`src/rtl/line_buffer_frame_ctrl_pkg.sv`:
```
// rtl/line_buffer_frame_ctrl_pkg.sv - shared constants for the line buffer frame sequencer
//
// Purpose: state encodings, default widths and the minimum legal frame
//          dimension shared by line_buffer_frame_ctrl and frame_pos_counter.
// Ports:   none (package).

package line_buffer_frame_ctrl_pkg;

  localparam int DEF_DATA_W = 8;
  localparam int DEF_W_BITS = 11;
  localparam int DEF_H_BITS = 10;

  // A 3-line window needs at least two columns and two rows to be meaningful.
  localparam int unsigned MIN_DIM = 2;

  localparam logic [2:0] ST_IDLE  = 3'd0;
  localparam logic [2:0] ST_RUN   = 3'd1;
  localparam logic [2:0] ST_FLUSH = 3'd2;
  localparam logic [2:0] ST_DRAIN = 3'd3;
  localparam logic [2:0] ST_CLEAR = 3'd4;

  function automatic logic dims_ok(input int unsigned w, input int unsigned h);
    return (w >= MIN_DIM) && (h >= MIN_DIM);
  endfunction

endpackage

```
`src/rtl/line_buffer_frame_ctrl_pos.sv`:
```
// rtl/line_buffer_frame_ctrl_pos.sv - column/row position counter for the frame sequencer
//
// Purpose: frame_pos_counter tracks (col,row) inside a frame. col wraps at
//          width-1 and row advances on that wrap, wrapping at height-1.
// Ports:
//   clk, reset   system clock, synchronous active-high reset
//   load         load col=load_col, row=0 (has priority over en)
//   en           advance the position by one pixel
//   load_col     column value applied on load
//   width/height latched frame dimensions
//   col_last     col == width-1
//   last         col == width-1 and row == height-1

module frame_pos_counter
  import line_buffer_frame_ctrl_pkg::*;
#(
  parameter int W_BITS = DEF_W_BITS,
  parameter int H_BITS = DEF_H_BITS
) (
  input  logic              clk,
  input  logic              reset,
  input  logic              load,
  input  logic              en,
  input  logic [W_BITS-1:0] load_col,
  input  logic [W_BITS-1:0] width,
  input  logic [H_BITS-1:0] height,
  output logic              col_last,
  output logic              last
);

  localparam logic [W_BITS-1:0] W_ONE = W_BITS'(1);
  localparam logic [H_BITS-1:0] H_ONE = H_BITS'(1);

  logic [W_BITS-1:0] col;
  logic [H_BITS-1:0] row;
  logic              row_last;

  assign col_last = (col == width - W_ONE);
  assign row_last = (row == height - H_ONE);
  assign last     = col_last && row_last;

  always_ff @(posedge clk) begin
    if (reset) begin
      col <= '0;
      row <= '0;
    end else if (load) begin
      col <= load_col;
      row <= '0;
    end else if (en) begin
      if (col_last) begin
        col <= '0;
        row <= row_last ? '0 : row + H_ONE;
      end else begin
        col <= col + W_ONE;
      end
    end
  end

endmodule

```
`src/rtl/line_buffer_frame_ctrl.sv`:
```
// rtl/line_buffer_frame_ctrl.sv - frame sequencer in front of the 3-line image line buffer
//
// Purpose: frames the input pixel stream, latches the frame size on SOF,
//          forwards pixels, appends one FLUSH_VAL line, waits for all
//          width*height windows, pulses frame_done and clears the line buffer.
// Ports:
//   clk, reset                  system clock, synchronous active-high reset
//   cfg_width, cfg_height       frame size, sampled on the SOF handshake
//   in_valid/in_ready/in_data   input pixel handshake
//   in_sof, in_eol              first pixel of frame / last pixel of line
//   err_clr                     clears sticky error flags
//   lb_reset                    line buffer reset (reset or CLEAR state)
//   lb_img_width/lb_img_height  latched frame size to the line buffer
//   lb_valid/lb_data            registered pixel strobe to the line buffer
//   lb_valid_o                  window-valid returned by the line buffer
//   busy                        state != IDLE
//   frame_done                  one-cycle pulse when all windows are out
//   err_eol, err_cfg            sticky line-length / configuration errors

module line_buffer_frame_ctrl
  import line_buffer_frame_ctrl_pkg::*;
#(
  parameter int                DATA_W    = DEF_DATA_W,
  parameter int                W_BITS    = DEF_W_BITS,
  parameter int                H_BITS    = DEF_H_BITS,
  parameter logic [DATA_W-1:0] FLUSH_VAL = '0
) (
  input  logic              clk,
  input  logic              reset,
  input  logic [W_BITS-1:0] cfg_width,
  input  logic [H_BITS-1:0] cfg_height,
  input  logic              in_valid,
  output logic              in_ready,
  input  logic [DATA_W-1:0] in_data,
  input  logic              in_sof,
  input  logic              in_eol,
  input  logic              err_clr,
  output logic              lb_reset,
  output logic [W_BITS-1:0] lb_img_width,
  output logic [H_BITS-1:0] lb_img_height,
  output logic              lb_valid,
  output logic [DATA_W-1:0] lb_data,
  input  logic              lb_valid_o,
  output logic              busy,
  output logic              frame_done,
  output logic              err_eol,
  output logic              err_cfg
);

  localparam int P_BITS = W_BITS + H_BITS;
  localparam logic [W_BITS-1:0] W_ONE = W_BITS'(1);

  logic [2:0]        state;
  logic [P_BITS-1:0] wh;
  logic [P_BITS-1:0] out_cnt;
  logic [P_BITS-1:0] out_cnt_nxt;
  logic              accept;
  logic              cfg_ok;
  logic              sof_ok;
  logic              set_cfg;
  logic              set_eol;
  logic              cnt_load;
  logic              cnt_en;
  logic [W_BITS-1:0] load_col;
  logic              col_last;
  logic              pos_last;

  assign in_ready = (state == ST_IDLE) || (state == ST_RUN);
  assign busy     = (state != ST_IDLE);
  assign lb_reset = reset || (state == ST_CLEAR);
  assign accept   = in_valid && in_ready;

  assign cfg_ok  = dims_ok(32'(cfg_width), 32'(cfg_height));
  assign sof_ok  = (state == ST_IDLE) && accept && in_sof && cfg_ok;
  assign set_cfg = (state == ST_IDLE) && accept && in_sof && !cfg_ok;
  assign set_eol = (state == ST_RUN) && accept && (in_eol != col_last);

  assign out_cnt_nxt = out_cnt + P_BITS'(lb_valid_o);

  // The SOF pixel is forwarded on the latch cycle, so the counter starts at
  // col=1. The last frame pixel reloads col=0 so the same column counter
  // then paces the w flush beats.
  always_comb begin
    cnt_load = 1'b0;
    cnt_en   = 1'b0;
    load_col = '0;
    case (state)
      ST_IDLE: begin
        if (sof_ok) begin
          cnt_load = 1'b1;
          load_col = W_ONE;
        end
      end
      ST_RUN: begin
        if (accept) begin
          if (pos_last) cnt_load = 1'b1;
          else          cnt_en   = 1'b1;
        end
      end
      ST_FLUSH: cnt_en = 1'b1;
      default: ;
    endcase
  end

  frame_pos_counter #(
    .W_BITS (W_BITS),
    .H_BITS (H_BITS)
  ) u_pos (
    .clk      (clk),
    .reset    (reset),
    .load     (cnt_load),
    .en       (cnt_en),
    .load_col (load_col),
    .width    (lb_img_width),
    .height   (lb_img_height),
    .col_last (col_last),
    .last     (pos_last)
  );

  always_ff @(posedge clk) begin
    if (reset) begin
      state         <= ST_IDLE;
      lb_img_width  <= '0;
      lb_img_height <= '0;
      lb_valid      <= 1'b0;
      lb_data       <= '0;
      wh            <= '0;
      out_cnt       <= '0;
      frame_done    <= 1'b0;
      err_eol       <= 1'b0;
      err_cfg       <= 1'b0;
    end else begin
      lb_valid   <= 1'b0;
      frame_done <= 1'b0;

      // A set event in the same cycle as err_clr keeps the flag set.
      if (set_cfg)      err_cfg <= 1'b1;
      else if (err_clr) err_cfg <= 1'b0;
      if (set_eol)      err_eol <= 1'b1;
      else if (err_clr) err_eol <= 1'b0;

      case (state)
        ST_IDLE: begin
          // Non-SOF pixels and illegal SOFs are consumed and dropped here.
          if (sof_ok) begin
            lb_img_width  <= cfg_width;
            lb_img_height <= cfg_height;
            wh            <= P_BITS'(cfg_width) * P_BITS'(cfg_height);
            lb_valid      <= 1'b1;
            lb_data       <= in_data;
            state         <= ST_RUN;
          end
        end
        ST_RUN: begin
          // The line buffer already emits windows while later rows stream
          // in, so window counting starts with the frame, not at DRAIN.
          out_cnt <= out_cnt_nxt;
          if (accept) begin
            lb_valid <= 1'b1;
            lb_data  <= in_data;
            if (pos_last) state <= ST_FLUSH;
          end
        end
        ST_FLUSH: begin
          out_cnt  <= out_cnt_nxt;
          lb_valid <= 1'b1;
          lb_data  <= FLUSH_VAL;
          if (col_last) state <= ST_DRAIN;
        end
        ST_DRAIN: begin
          out_cnt <= out_cnt_nxt;
          if (out_cnt_nxt >= wh) begin
            frame_done <= 1'b1;
            state      <= ST_CLEAR;
          end
        end
        ST_CLEAR: begin
          out_cnt <= '0;
          state   <= ST_IDLE;
        end
        default: state <= ST_IDLE;
      endcase
    end
  end

endmodule

```
`config.mk`:
```
export PLATFORM = sky130hd
export DESIGN_NAME = line_buffer_frame_ctrl
export DESIGN_NICKNAME = d
export VERILOG_FILES = /design/src/rtl/line_buffer_frame_ctrl_pkg.sv /design/src/rtl/line_buffer_frame_ctrl_pos.sv /design/src/rtl/line_buffer_frame_ctrl.sv
export SDC_FILE = /design/constraint.sdc
export NUM_CORES = 1
export LEC_CHECK = 0
export ABC_AREA = 1
export CAP_MARGIN = 0
export CORE_MARGIN = 10
export CORE_UTILIZATION = 65
export CTS_CLUSTER_DIAMETER = 120
export DETAILED_ROUTE_END_ITERATION = 12
export PLACE_DENSITY = 0.87
export SETUP_SLACK_MARGIN = 0.2
export SLEW_MARGIN = 10
export SYNTH_ARGS = -nofsm -noshare
export SYNTH_HDL_FRONTEND = slang
export SYNTH_SLANG_ARGS = --single-unit
```
`constraint.sdc`:
```
create_clock -name clk -period 15 [get_ports clk]
set_input_delay 4.5 -clock clk [delete_from_list [all_inputs] [get_ports clk]]
set_output_delay 4.5 -clock clk [all_outputs]
set_load 0.005 [all_outputs]
```
After elaboration in Yosys (flattened, before gate mapping)
Cells that the tools add are included.
{"block": "word_totals", "inputBits": 36, "regBits": 99, "latchBits": 0, "mem_count": 0, "mem_bits_ro": 0, "out_inout_bits": 36, "wordCells": 89, "mem_bits_rw": 0}
{"block": "op_classes", "n_mul": 1, "bitwise_logic": 1, "muxes": 29, "n_shift": 0, "addsub": 5, "eq_ne": 12, "n_lt_le_gt_ge": 3, "div_mod_pow": 0, "reduce_logical": 26}
{"operator": "$pmux 21 s2", "count": 1}
{"operator": "$mux 11", "count": 3}
{"operator": "$pmux 8 s3", "count": 1}
{"operator": "$add 21x1->21", "count": 1}
{"operator": "$ge 21x21->1", "count": 1}
{"operator": "$mul 11x10->21", "count": 1}
{"operator": "$mux 8", "count": 2}
{"operator": "$mux 3", "count": 5}
{"operator": "$mux 1", "count": 12}
{"operator": "$pmux 3 s4", "count": 1}
{"operator": "$add 11x1->11 const B", "count": 1}
{"operator": "$eq 11x11->1", "count": 1}
{"operator": "$ge 11x2->1 const B", "count": 1}
{"operator": "$sub 11x1->11 const B", "count": 1}
{"operator": "$add 10x1->10 const B", "count": 1}
{"operator": "$eq 10x10->1", "count": 1}
{"operator": "$ge 10x2->1 const B", "count": 1}
{"operator": "$mux 10", "count": 1}
{"operator": "$ne 2x2->1 const B", "count": 5}
{"operator": "$sub 10x1->10 const B", "count": 1}
{"operator": "$logic_and 1x1->1", "count": 9}
{"operator": "$reduce_bool 2->1", "count": 4}
{"operator": "$eq 3x2->1 const B", "count": 2}
{"operator": "$reduce_bool 3->1", "count": 2}
{"operator": "14 further kinds", "count": 18}

Longest topological paths before layout
{"block": "depth", "ltp_word": 9, "ltp_mapped": 23, "mapped_depth_nobuf": 22}

Hierarchy
A second synthesis with hierarchy kept.
{"block": "hier_totals", "cells_unflattened": 1589, "hier_area_um2": 10482.6}
{"mod": "line_buffer_frame_ctrl", "seq_area_each_um2": 1561.5, "area_per_inst_um2": 8020.2, "instances": 1, "cells_per_inst": 1161}
{"mod": "frame_pos_counter", "seq_area_each_um2": 420.4, "area_per_inst_um2": 2462.4, "instances": 1, "cells_per_inst": 428}

Least setup slack after synthesis
Ideal clock, no wire load.
{"block": "synth_path", "path_type": "input to output", "start": "input port reset", "end": "output port lb_reset", "path_buffers": 3, "arrival_time_ps": 5340, "required_ps": 10500, "setup_slack_ps": 5160, "path_stages": 5, "path_cell_list": "clkbuf_1 inv_1 clkbuf_1 clkbuf_1 nand2_1"}
{"block": "synth_between", "elab_chain_cells": 1}
{"item": "start, declared", "line": "line_buffer_frame_ctrl.sv:29", "rtl": "input logic reset,"}
{"item": "$logic_or 1x1->1", "line": "line_buffer_frame_ctrl.sv:70", "rtl": "assign lb_reset = reset || (state == ST_CLEAR);"}
{"item": "end, declared", "line": "line_buffer_frame_ctrl.sv:38", "rtl": "output logic lb_reset,"}
Every way passes these cells.

Final worst setup path
Ends and elaborated chain as after synthesis.

==> run_results.csv <==
group,metric,value,unit
status,status,"finished, final reports clean",
placed_design,pre_cts_slack,4.75,ns
critical_path,cp_max_fo,53,
critical_path,startpoint_type,"primary input",
clock_network,clkTransAtPathRegs,0.07,ns
hold_path,hold_class,"reg -> reg",
timing,finalSetupTns,0,ns
timing,fmax,97.6,MHz
logic_synthesis,yosysWarningCount,0,
global_route,grt_first_pass_wirelength,40.2,mm
placed_design,port_buffers,71,
global_route,grt_pass1_vias,8714,
logic_synthesis,synth.top_cell.area_share,0.207,
placed_design,gp_congestion,0.944,
critical_path,worstPathCellList,"buf_2, buf_4, inv_1, nand2_1, clkdlybuf4s50_1",
timing,fin_crit_sh,0.683,
timing,clock_skew,0.00652,ns
floorplanning,dieHeight,141,um
finish,final_nets,1614,
routing,dr.pass1.iters,5,
finish,num_antenna_cells,0,
timing,setup_slack,4.75,ns
logic_synthesis,synth_top_cell_by_area,"dfxtp_1",
clock_network,cts_made_buffers,9,
routing,vias_per_cell,5.52,
floorplanning,fp.coreArea,14500,um2
global_route,grt_use_total,0.238,
global_route,grt_overflow,0,
timing,hold_viol_final,0,
clock_network,cts_root_buf,"clkbuf_16",
job,cap_violations,0,
finish,drive_gt1_frac,0.0343,
logic_synthesis,syn_area,9580,um2
logic_synthesis,synth_area_leaders,"dfxtp_1 (21%), fa_1 (15%), nand2_1 (14%)",
floorplanning,initial_core_util,0.662,
logic_synthesis,postSynthCellCount,1392,
clock_network,cts_setup_buffers,0,
power,power_density,146,nW/um2
clock_network,clock_latency,0.36,ns
floorplanning,ios,72,
critical_path,max_stage_delay,0.50,ns
routing,drt_iter0_drc,669,
timing,period_minus_slack,10.25,ns
floorplanning,die_area,20000,um2
logic_synthesis,synth_enable_flop_cells,0,
routing,routed_wl,23.6,mm
timing,setup_viol,0,
clock_network,ctsResizeCount,0,
routing,drtAntennaViolNets,0,
critical_path,slowest_stage,"clkdlybuf4s50_1",
floorplanning,fp.dieW,141,um
finish,syn_to_final_growth,11.0,%
routing,wl_per_cell,14.6,um
timing,drv_slew,0,
clock_network,cts_max_level,3,
timing,rsz0062_at_grt,"no",
routing,post-route-drc-count,0,
critical_path,crit_path_end_kind,"primary output",
timing,worst_pin_slew,0.869,ns
clock_network,cts_max_path_buffers,2,
routing,num_vias,8912,
logic_synthesis,ys_async_sr_fraction,0,
power,power,0.00155,W
timing,slew_headroom,0.419,
global_route,antenna_found_initial,0,
global_route,grt_max_degree,54,
logic_synthesis,synth_cell_types,45,
floorplanning,num_rows,44,
placed_design,dpl.hpwl,18.3,mm
logic_synthesis,syn-num-nets,1581,
logic_synthesis,post-synth-top-count-cell,"nand2_1",
critical_path,cp.required,10.50,ns
logic_synthesis,yosys_register_bits,99,
logic_synthesis,synthFlopType,"dfxtp_1",
power,ir_drop,0.139,mV
critical_path,path_class,"in -> out",
logic_synthesis,synthTopCellsByCount,"nand2_1 (357), inv_1 (243), a21oi_1 (123), dfxtp_1 (99), nand3_1 (86)",
logic_synthesis,syn_area_per_cell,6.88,um2
power,p_leak,5.40,nW
clock_network,clkSinkCount,99,
clock_network,hold_buffers,0,
clock_network,cts_tree,"built",
finish,fillCellCount,1155,
logic_synthesis,yosysSeqAreaShare,0.207,
critical_path,crit_arrival,5.75,ns
-- through the flow --
stage                     instances  utilization  instance area, um2  hold WS, ns
after detailed placement       1598        0.713               10300        0.454
after CTS                      1614        0.734               10600        0.464
after global routing           1614        0.734               10600        0.477
final                          1614        0.734               10600        0.463
after global placement         1598        0.713               10300        0.452
after floorplan                1392            -                9580        0.435
-- cell type report --
class | count | area [um2] | area share
sequential | 99 | 1980 | 0.186
clock buffer | 13 | 260 | 0.0245
clock inverter | 3 | 46.3 | 0.00436
multi-input combinational | 982 | 6410 | 0.603
tap | 184 | 230 | 0.0217
timing repair buffer | 74 | 728 | 0.0685
inverter | 259 | 975 | 0.0917
-- power by group --
part / switching, W / internal [W] / total (W)
Clock: 0.000104 / 0.000139 / 0.000243
Sequential: 0.0000267 / 0.000300 / 0.000326
Combinational: 0.000615 / 0.000363 / 0.000978
Total: 0.000746 / 0.000801 / 0.00155
-- state kept, by name, summed over array words and instances, names as in the netlist --
signal         count
state              3
wh                21
lb_img_width      11
u_pos.col         11
err_eol            1
u_pos.row         10
frame_done         1
out_cnt           21
lb_data            8
err_cfg            1
lb_img_height     10
lb_valid           1
-- final timing paths --
kind / startpoint / end / slack [ns] / cells past startpoint
max: reset / lb_reset / 4.75 / 5
max reg2reg: out_cnt[0] / state[0] / 11.53 / 20
min: wh[1] / wh[1] / 0.46 / 2
min reg2reg: wh[1] / wh[1] / 0.46 / 2
-- routing by layer --
| layer | vias up | global-route usage | part of all wire |
|---|---|---|---|
| met5 | - | 0 | 0 |
| li1 | 4416 | - | - |
| met2 | 285 | 0.405 | 0.49 |
| met1 | 4162 | 0.295 | 0.41 |
| met3 | 49 | 0.0424 | 0.076 |
| met4 | 0 | 0.0861 | 0.025 |
-- worst max-delay path, delay by kind of cell --
family | cells | cell delay [ns]
buf+inv | 4 | 1.15
simple gates | 1 | 0.09
-- cells in the final DEF (no fill, tap or decap), drive strengths merged, types with 2 or more instances in the layout --
cell	n
a21oi	124
nand2	359
nor3	17
clkinv	3
dfxtp	99
buf	4
clkdlybuf4s50	70
nor2	83
nand4	12
a21o	3
inv	257
fa	70
o31ai	2
clkbuf	13
xor2	35
o22ai	2
nand3b	5
nor4	8
o2111ai	2
and2	2
o21ai	56
o211ai	6
ha	83
nand3	88
xnor2	18
-- logic make-up after synthesis --
family / synth area share
AND/OR/NAND/NOR: 0.255
flip-flops: 0.207
XOR/XNOR: 0.0485
adder cells (fa/ha/maj): 0.255
AO/OA/AOI/OAI: 0.110
buffers and inverters: 0.125
Power figures use the tool's default switching activity.
